$ cat config.mk
export PLATFORM = sky130hd
export DESIGN_NAME = ram_uart_arbiter
export DESIGN_NICKNAME = d
export VERILOG_FILES = /design/src/rtl/ram_uart_arbiter.sv
export SDC_FILE = /design/constraint.sdc
export NUM_CORES = 1
export LEC_CHECK = 0
export BUFFER_PORTS_ARGS = -buffer_cell sky130_fd_sc_hd__buf_2
export CAP_MARGIN = 0
export CORE_AREA = 4 4 71 89
export DETAILED_ROUTE_END_ITERATION = 8
export DIE_AREA = 0 0 75 93
export PLACE_DENSITY = 0.9
export RECOVER_POWER = 100
export SLEW_MARGIN = 20
export SYNTH_ARGS = -nofsm -noshare
export SYNTH_HDL_FRONTEND = slang
export SYNTH_SLANG_ARGS = --single-unit
$ cat constraint.sdc
create_clock -name clk -period 2.3 [get_ports clk]
set_input_delay 0.115 -clock clk [delete_from_list [all_inputs] [get_ports clk]]
set_output_delay 0.115 -clock clk [all_outputs]
set_load 0.03 [all_outputs]
$ cat src/rtl/ram_uart_arbiter.sv
// ram_uart_arbiter: shares the block RAM port and the UART transmitter between
// the monitor (requester 0) and the CPU (requester 1) with per-transaction
// request/acknowledge handshakes. The RAM and TX paths are independent FSMs.
// Optional build macro ARB_MONITOR_PRIORITY_EN: requester 0 wins every tie
// (no round-robin); requester 1 may starve.
module ram_uart_arbiter #(
  parameter int unsigned addr_width = 10
) (
  input  logic                  clk,
  input  logic                  rst_n,
  input  logic                  req0,
  input  logic                  req1,
  input  logic                  we0,
  input  logic                  we1,
  input  logic [addr_width-1:0] addr0,
  input  logic [addr_width-1:0] addr1,
  input  logic [7:0]            wdata0,
  input  logic [7:0]            wdata1,
  output logic                  ack0,
  output logic                  ack1,
  output logic [7:0]            rdata0,
  output logic [7:0]            rdata1,
  input  logic                  txreq0,
  input  logic                  txreq1,
  input  logic [7:0]            txbyte0,
  input  logic [7:0]            txbyte1,
  output logic                  txack0,
  output logic                  txack1,
  output logic                  ram_we,
  output logic [addr_width-1:0] ram_waddr,
  output logic [addr_width-1:0] ram_raddr,
  output logic [7:0]            ram_din,
  input  logic [7:0]            ram_dout,
  output logic                  uart_transmit,
  output logic [7:0]            uart_tx_byte,
  input  logic                  uart_is_transmitting
);

  typedef enum logic [1:0] {R_IDLE, R_ACCESS, R_DONE} ram_state_t;
  typedef enum logic [1:0] {T_IDLE, T_START, T_WAIT} tx_state_t;

  ram_state_t            ram_state_q, ram_state_d;
  tx_state_t             tx_state_q, tx_state_d;
  logic                  ram_gnt_q, ram_gnt_d;
  logic                  ram_wr_q, ram_wr_d;
  logic                  ram_last_q, ram_last_d;
  logic                  tx_gnt_q, tx_gnt_d;
  logic                  tx_last_q, tx_last_d;
  logic                  tw_armed_q, tw_armed_d;
  logic                  ack0_d, ack1_d, txack0_d, txack1_d;
  logic [7:0]            rdata0_d, rdata1_d, ram_din_d, uart_tx_byte_d;
  logic                  ram_we_d, uart_transmit_d;
  logic [addr_width-1:0] ram_waddr_d, ram_raddr_d;
  logic                  ram_win, tx_win;
  logic                  ram_m0, ram_m1, tx_m0, tx_m1;

  // Winner of a two-way request; callers guarantee at least one request is set.
  function automatic logic arb_pick(input logic r0, input logic r1, input logic last);
`ifdef ARB_MONITOR_PRIORITY_EN
    arb_pick = ~r0;
`else
    arb_pick = (r0 && r1) ? ~last : r1;
`endif
  endfunction

  // A request is ignored during its own ack cycle so it is not re-served twice.
  assign ram_m0 = req0 & ~ack0;
  assign ram_m1 = req1 & ~ack1;
  assign tx_m0  = txreq0 & ~txack0;
  assign tx_m1  = txreq1 & ~txack1;

  // State and output registers for both paths.
  always_ff @(posedge clk or negedge rst_n) begin
    if (!rst_n) begin
      ram_state_q   <= R_IDLE;
      tx_state_q    <= T_IDLE;
      ram_gnt_q     <= 1'b0;
      ram_wr_q      <= 1'b0;
      ram_last_q    <= 1'b1;
      tx_gnt_q      <= 1'b0;
      tx_last_q     <= 1'b1;
      tw_armed_q    <= 1'b0;
      ack0          <= 1'b0;
      ack1          <= 1'b0;
      txack0        <= 1'b0;
      txack1        <= 1'b0;
      rdata0        <= 8'h00;
      rdata1        <= 8'h00;
      ram_we        <= 1'b0;
      ram_waddr     <= '0;
      ram_raddr     <= '0;
      ram_din       <= 8'h00;
      uart_transmit <= 1'b0;
      uart_tx_byte  <= 8'h00;
    end else begin
      ram_state_q   <= ram_state_d;
      tx_state_q    <= tx_state_d;
      ram_gnt_q     <= ram_gnt_d;
      ram_wr_q      <= ram_wr_d;
      ram_last_q    <= ram_last_d;
      tx_gnt_q      <= tx_gnt_d;
      tx_last_q     <= tx_last_d;
      tw_armed_q    <= tw_armed_d;
      ack0          <= ack0_d;
      ack1          <= ack1_d;
      txack0        <= txack0_d;
      txack1        <= txack1_d;
      rdata0        <= rdata0_d;
      rdata1        <= rdata1_d;
      ram_we        <= ram_we_d;
      ram_waddr     <= ram_waddr_d;
      ram_raddr     <= ram_raddr_d;
      ram_din       <= ram_din_d;
      uart_transmit <= uart_transmit_d;
      uart_tx_byte  <= uart_tx_byte_d;
    end
  end

  // RAM path: grant and latch in IDLE, write strobe during ACCESS, ack in DONE.
  always_comb begin
    ram_state_d = ram_state_q;
    ram_gnt_d   = ram_gnt_q;
    ram_wr_d    = ram_wr_q;
    ram_last_d  = ram_last_q;
    ram_win     = 1'b0;
    ram_we_d    = 1'b0;
    ram_waddr_d = ram_waddr;
    ram_raddr_d = ram_raddr;
    ram_din_d   = ram_din;
    ack0_d      = 1'b0;
    ack1_d      = 1'b0;
    rdata0_d    = rdata0;
    rdata1_d    = rdata1;
    case (ram_state_q)
      R_IDLE: begin
        if (ram_m0 || ram_m1) begin
          ram_win     = arb_pick(ram_m0, ram_m1, ram_last_q);
          ram_gnt_d   = ram_win;
          ram_last_d  = ram_win;
          ram_wr_d    = ram_win ? we1 : we0;
          ram_we_d    = ram_win ? we1 : we0;
          ram_waddr_d = ram_win ? addr1 : addr0;
          ram_raddr_d = ram_win ? addr1 : addr0;
          ram_din_d   = ram_win ? wdata1 : wdata0;
          ram_state_d = R_ACCESS;
        end
      end
      R_ACCESS: ram_state_d = R_DONE;
      R_DONE: begin
        if (ram_gnt_q) begin
          ack1_d = 1'b1;
          if (!ram_wr_q) rdata1_d = ram_dout;
        end else begin
          ack0_d = 1'b1;
          if (!ram_wr_q) rdata0_d = ram_dout;
        end
        ram_state_d = R_IDLE;
      end
      default: ram_state_d = R_IDLE;
    endcase
  end

  // TX path: grant when UART idle, one-cycle strobe plus txack, then hold off
  // at least two cycles so the UART busy flag has time to rise.
  always_comb begin
    tx_state_d      = tx_state_q;
    tx_gnt_d        = tx_gnt_q;
    tx_last_d       = tx_last_q;
    tw_armed_d      = tw_armed_q;
    tx_win          = 1'b0;
    uart_transmit_d = 1'b0;
    uart_tx_byte_d  = uart_tx_byte;
    txack0_d        = 1'b0;
    txack1_d        = 1'b0;
    case (tx_state_q)
      T_IDLE: begin
        if ((tx_m0 || tx_m1) && !uart_is_transmitting) begin
          tx_win         = arb_pick(tx_m0, tx_m1, tx_last_q);
          tx_gnt_d       = tx_win;
          tx_last_d      = tx_win;
          uart_tx_byte_d = tx_win ? txbyte1 : txbyte0;
          tx_state_d     = T_START;
        end
      end
      T_START: begin
        uart_transmit_d = 1'b1;
        txack0_d        = ~tx_gnt_q;
        txack1_d        = tx_gnt_q;
        tw_armed_d      = 1'b0;
        tx_state_d      = T_WAIT;
      end
      T_WAIT: begin
        if (!tw_armed_q) tw_armed_d = 1'b1;
        else if (!uart_is_transmitting) tx_state_d = T_IDLE;
      end
      default: tx_state_d = T_IDLE;
    endcase
  end

endmodule

* Word-level counts from Yosys, hierarchy flattened
Index checks and enable logic that the tools add are counted.
** Storage, ports and cells
- Logic and storage cells :: 76
- Bits of input ports :: 69
- Output and inout port bits :: 58
- Register bits :: 58
** Cells by class
- Muxes and demuxes :: 22
- Reduce and logical (&&, ||, !) cells :: 14
- Eq/ne operators :: 8
- Bitwise operators :: 13
** Operators with widths (count)
- 8-bit 2-to-1 mux :: 2
- 1-bit 2-to-1 mux :: 12
- 10-bit 2-to-1 mux :: 1
- 1-bit NOT :: 9
- 3-bit AND reduction :: 3
- 2-bit 2-to-1 mux :: 4
- 2-bit inequality test, second input constant :: 4
- 2-bit one-hot mux with 3 select lines :: 1
- 1-bit bitwise AND :: 4
- 2-bit by 1-bit equality test with 1-bit output, second input constant :: 2
- 2-bit equality test, second input constant :: 2
- 2-bit logical NOT :: 2
- 2-bit one-hot mux with 2 select lines :: 1
- 2-bit AND reduction :: 2
- 1-bit logical AND :: 3
- 1-bit logical OR :: 2
- 1-bit one-hot mux with 2 select lines :: 1
- 2-bit nonzero test :: 1
- 1-bit logical NOT :: 1

* Depth between registers and ports, before layout
- Word-level depth :: 7
- Mapped depth :: 7

* Least setup slack after synthesis
OpenSTA, ideal clock, no wires.
- Path kind :: reg-to-reg
- Start :: register tx_state_q[0]
- End :: register tx_state_q[0]
- Slack :: 0.807 ns
- Library setup time :: 0.125 ns
- Path buffers :: 0
- Data required time :: 2.175 ns
- Arrival time :: 1.368 ns
- Cell stages (with the launch flop) :: 7
- Cells stage by stage :: dfrtp_1 > inv_1 > ha_1 > a21oi_1 > a21oi_1 > a31oi_1 > mux2_2
** On the way
- Cells in the longest elaborated chain, start to end :: 3
- Elaborated cells between the ends (all ways) :: 8
- Those cells by class :: eq/ne (5); mux (1); reduce/logical (2)
** Ends and longest elaborated chain
- start, declared :: RTL line 43 : tx_state_t tx_state_q, tx_state_d;
- start signal, assigned :: RTL line 97 : tx_state_q <= tx_state_d;
- 2-bit equality test / 2-bit logical NOT (equally long branches) :: RTL line 175 : case (tx_state_q)
- 2-bit inequality test (no source line)
- 3-bit AND reduction (no source line)
Several ways; a longest one is shown, not always the timed one.
A chain may end at the register's enable or synchronous reset.

* Final worst setup path
- Start :: register tx_state_q[0]
- End :: register tx_gnt_q
** On the way
- Cells in the longest elaborated chain, start to end :: 2
** Ends and longest elaborated chain
- 2-bit logical NOT :: RTL line 175
- 2-bit AND reduction (no source line)
- end signal, assigned :: RTL line 101 : tx_gnt_q <= tx_gnt_d;
- end, declared :: RTL line 47 : logic tx_gnt_q, tx_gnt_d;
No other way between the ends.

==> run metrics <==
Sw Pwr=0.002530 W; FF+latch count, synth=58; internal power=0.002770 W; area delta synth->final=24.87%; WL/cell=14.75 um; Slowest-stage cell, CP=a21oi_2; crit start category=register; sw frac=47.73%; power share of the sequential group=34.4%; skew final=6.133 ps; Port-buffer cells=126; final wirelength=6344 um; worst path cell trace=inv_1 > ha_1 > nand2b_1 > a21oi_2 > mux2_2; # clock sinks=58; first-pass GRT wire length=9956 um; RSZ-0062 raised after global routing=no; syn avg cell area=11.29 um2; Pleak=1.577 nW; share of layout cells above drive strength 1=28.96%; placed insts=411; nets=436; worst-margin pin slew=842.9 ps; max_cap viols=0; Yosys cell types=29; grt ovf=0; CTS tree=built; Worst setup EP type=register; vias per cell=5.033; Post-CTS Setup Repair Bufs=0; I/O pin cnt=127; r2r setup slk=440 ps; number of global-route vias before repair=2,162; Clock Power Share=16.3%; CTS buffer count=9; total power=0.005300 W; Reg clk slew, reported paths=60 ps; Crit path required time=2510 ps; DRT iter0 DRCs=39; Finished Layout Cells=430; clk_lat worst skew=330 ps; status=completed; hold buffers post-CTS=4; final slew viol count=0; Comb pwr share=49.3%; # DRC=0; GRT Total Usage=18.95%; Crit Path Max Fanout=18; maximum VDD drop=0.0006213 V; Setup CP Type=reg2reg; FF-to-FF path depth=5; commonest non-fill, non-tap cell in the layout=buf_2; CP peak stage delay=530 ps; sequential share of the synthesized area=54.32%; Final Wtd Congestion=0.7736; arrival time worst endpoint=2070 ps; largest net degree at the start of global routing=25; H-tree depth=3; Vias=2,164; power per cell area=1586 nW/um2; Die H=93 um; HP Start=addr0[2]; post-route ant nets=0; destination of the worst hold path=ram_raddr[2]$_DFFE_PN0P_; Rel. slew slack=43.81%; minimum clock period=1859 ps; diodes inserted=0; DR pass1 iterations=4; number of synthesis warnings=0; HPWL Detailed=4671 um; Final Hold Fails=0; post-CTS sizing=0; Crit Reg-Reg Endpoint=tx_gnt_q$_DFFE_PN0P_; core area=5443 um2; worst hold stages=3; CTS root buffer=clkbuf_8; Syn Std Cell Area=2676 um2; Setup Total Neg Slack=0 ps; synthesized instance count=237; Initial Util=49.17%; area of the die=6975 um2; syn nets=311; Die Width=75 um; Fillers=485; Max Freq=538.1 MHz; final worst-path cycle share=80.81%; worst r2r src=tx_state_q[0]$_DFFE_PN0P_; Hold Path Class=in2reg; initial antenna violation count=0; Final setup viols=0; row count=30; clk buf depth=2; most frequent cells in the layout=buf_2 (67), clkbuf_1 (63), dfrtp_1 (56), a21oi_1 (46), nor2_1 (27)
## worst max-delay path, delay by kind of cell, from the launching register on
| kind | cells | cell delay, ps |
|---|---|---|
| AND/OR/NAND/NOR | 1 | 70 |
| AO/OA/AOI/OAI | 1 | 530 |
| flip-flops | 1 | 410 |
| adder cells (fa/ha/maj) | 1 | 200 |
| buffers and inverters | 1 | 130 |
| multiplexers | 1 | 400 |
## power groups by stage
stage	combinational [W]	sequential, W	clock (W)
2_1_floorplan	0.00142	0.00261	0
3_3_place_gp	0.00277	0.00180	0
3_5_place_dp	0.00284	0.00183	0
4_1_cts	0.00286	0.00182	0.000887
5_1_grt	0.00283	0.00189	0.000919
6_report	0.00261	0.00182	0.000863
## sequential cells by signal, summed over array words and instances, names as in the netlist, 2 cells and up
name          flops
tx_state_q        2
uart_tx_byte      8
ram_raddr        10
ram_din           8
rdata0            8
rdata1            8
ram_state_q       2
## how the worst max path moves through the flow
stage	cells past startpoint	endpoint	slack, ps	start
floorplan	6	tx_state_q[0]$_DFFE_PN0P_	810	tx_state_q[0]$_DFFE_PN0P_
global placement	5	tx_gnt_q$_DFFE_PN0P_	690	tx_state_q[0]$_DFFE_PN0P_
detailed placement	5	tx_gnt_q$_DFFE_PN0P_	610	tx_state_q[0]$_DFFE_PN0P_
CTS	5	tx_gnt_q$_DFFE_PN0P_	610	tx_state_q[0]$_DFFE_PN0P_
global route	5	tx_gnt_q$_DFFE_PN0P_	290	tx_state_q[1]$_DFFE_PN0P_
finish	5	tx_gnt_q$_DFFE_PN0P_	440	tx_state_q[0]$_DFFE_PN0P_
## per-layer routing
metal  up-vias  share of wire (%)  global-route usage [%]
met5         -                  0                       0
li1       1031                  -                       -
met3        16                5.9                   4.731
met2        76                 53                   32.49
met4         0                2.4                   8.754
met1      1041                 39                   21.55
## through the flow
step	instance area [um2]	util [%]	setup slack, ps	hold slack (ps)
floorplan	2676	-	807.1	-180.6
global placement	3258	59.86	694.4	43.64
detailed placement	3258	59.86	614.0	45.57
CTS	3475	63.84	609.8	0.3978
global route	3342	61.40	287.6	11.04
finish	3342	61.40	441.5	14.96
## area by class of cell
cell class                      count  area, um2  area share (%)
Clock buffer                       11      131.4           3.931
Clock inverter                      4      45.04           1.348
Inverter                            5      20.02          0.5990
Timing Repair Buffer              136      629.4           18.83
Tap cell                           64      80.08           2.396
Sequential cell                    58       1454           43.50
Multi-Input combinational cell    152      982.2           29.39
## cell families (layout without fill, tap and decap cells)
family,after synthesis,count (layout),share of synthesized area (%)
compound gates,54,54,11.55
fa+ha+maj,5,5,2.338
buf+inv,27,156,7.246
flops,58,58,54.32
mux,29,29,12.95
simple gates,64,64,11.59
## Yosys cell counts (all sizes together)
library cell / n / area share (%)
dfrtp: 56 / 52
a21oi: 48 / 9.8
nor2: 27 / 3.8
nand2: 22 / 3.1
mux2: 21 / 10
buf: 20 / 6.2
mux2i: 8 / 3.0
nand2b: 6 / 2.0
ha: 5 / 2.3
nor2b: 5 / 1.4
inv: 4 / 0.56
a31oi: 3 / 0.70
clkbuf: 2 / 0.28
dfstp: 2 / 2.0
o21ai: 2 / 0.37
a211o: 1 / 0.65
and2: 1 / 0.23
and3b: 1 / 0.33
clkinv: 1 / 0.19
nand3b: 1 / 0.28
nor3b: 1 / 0.47
No activity file was read; power rests on OpenSTA's default activity.
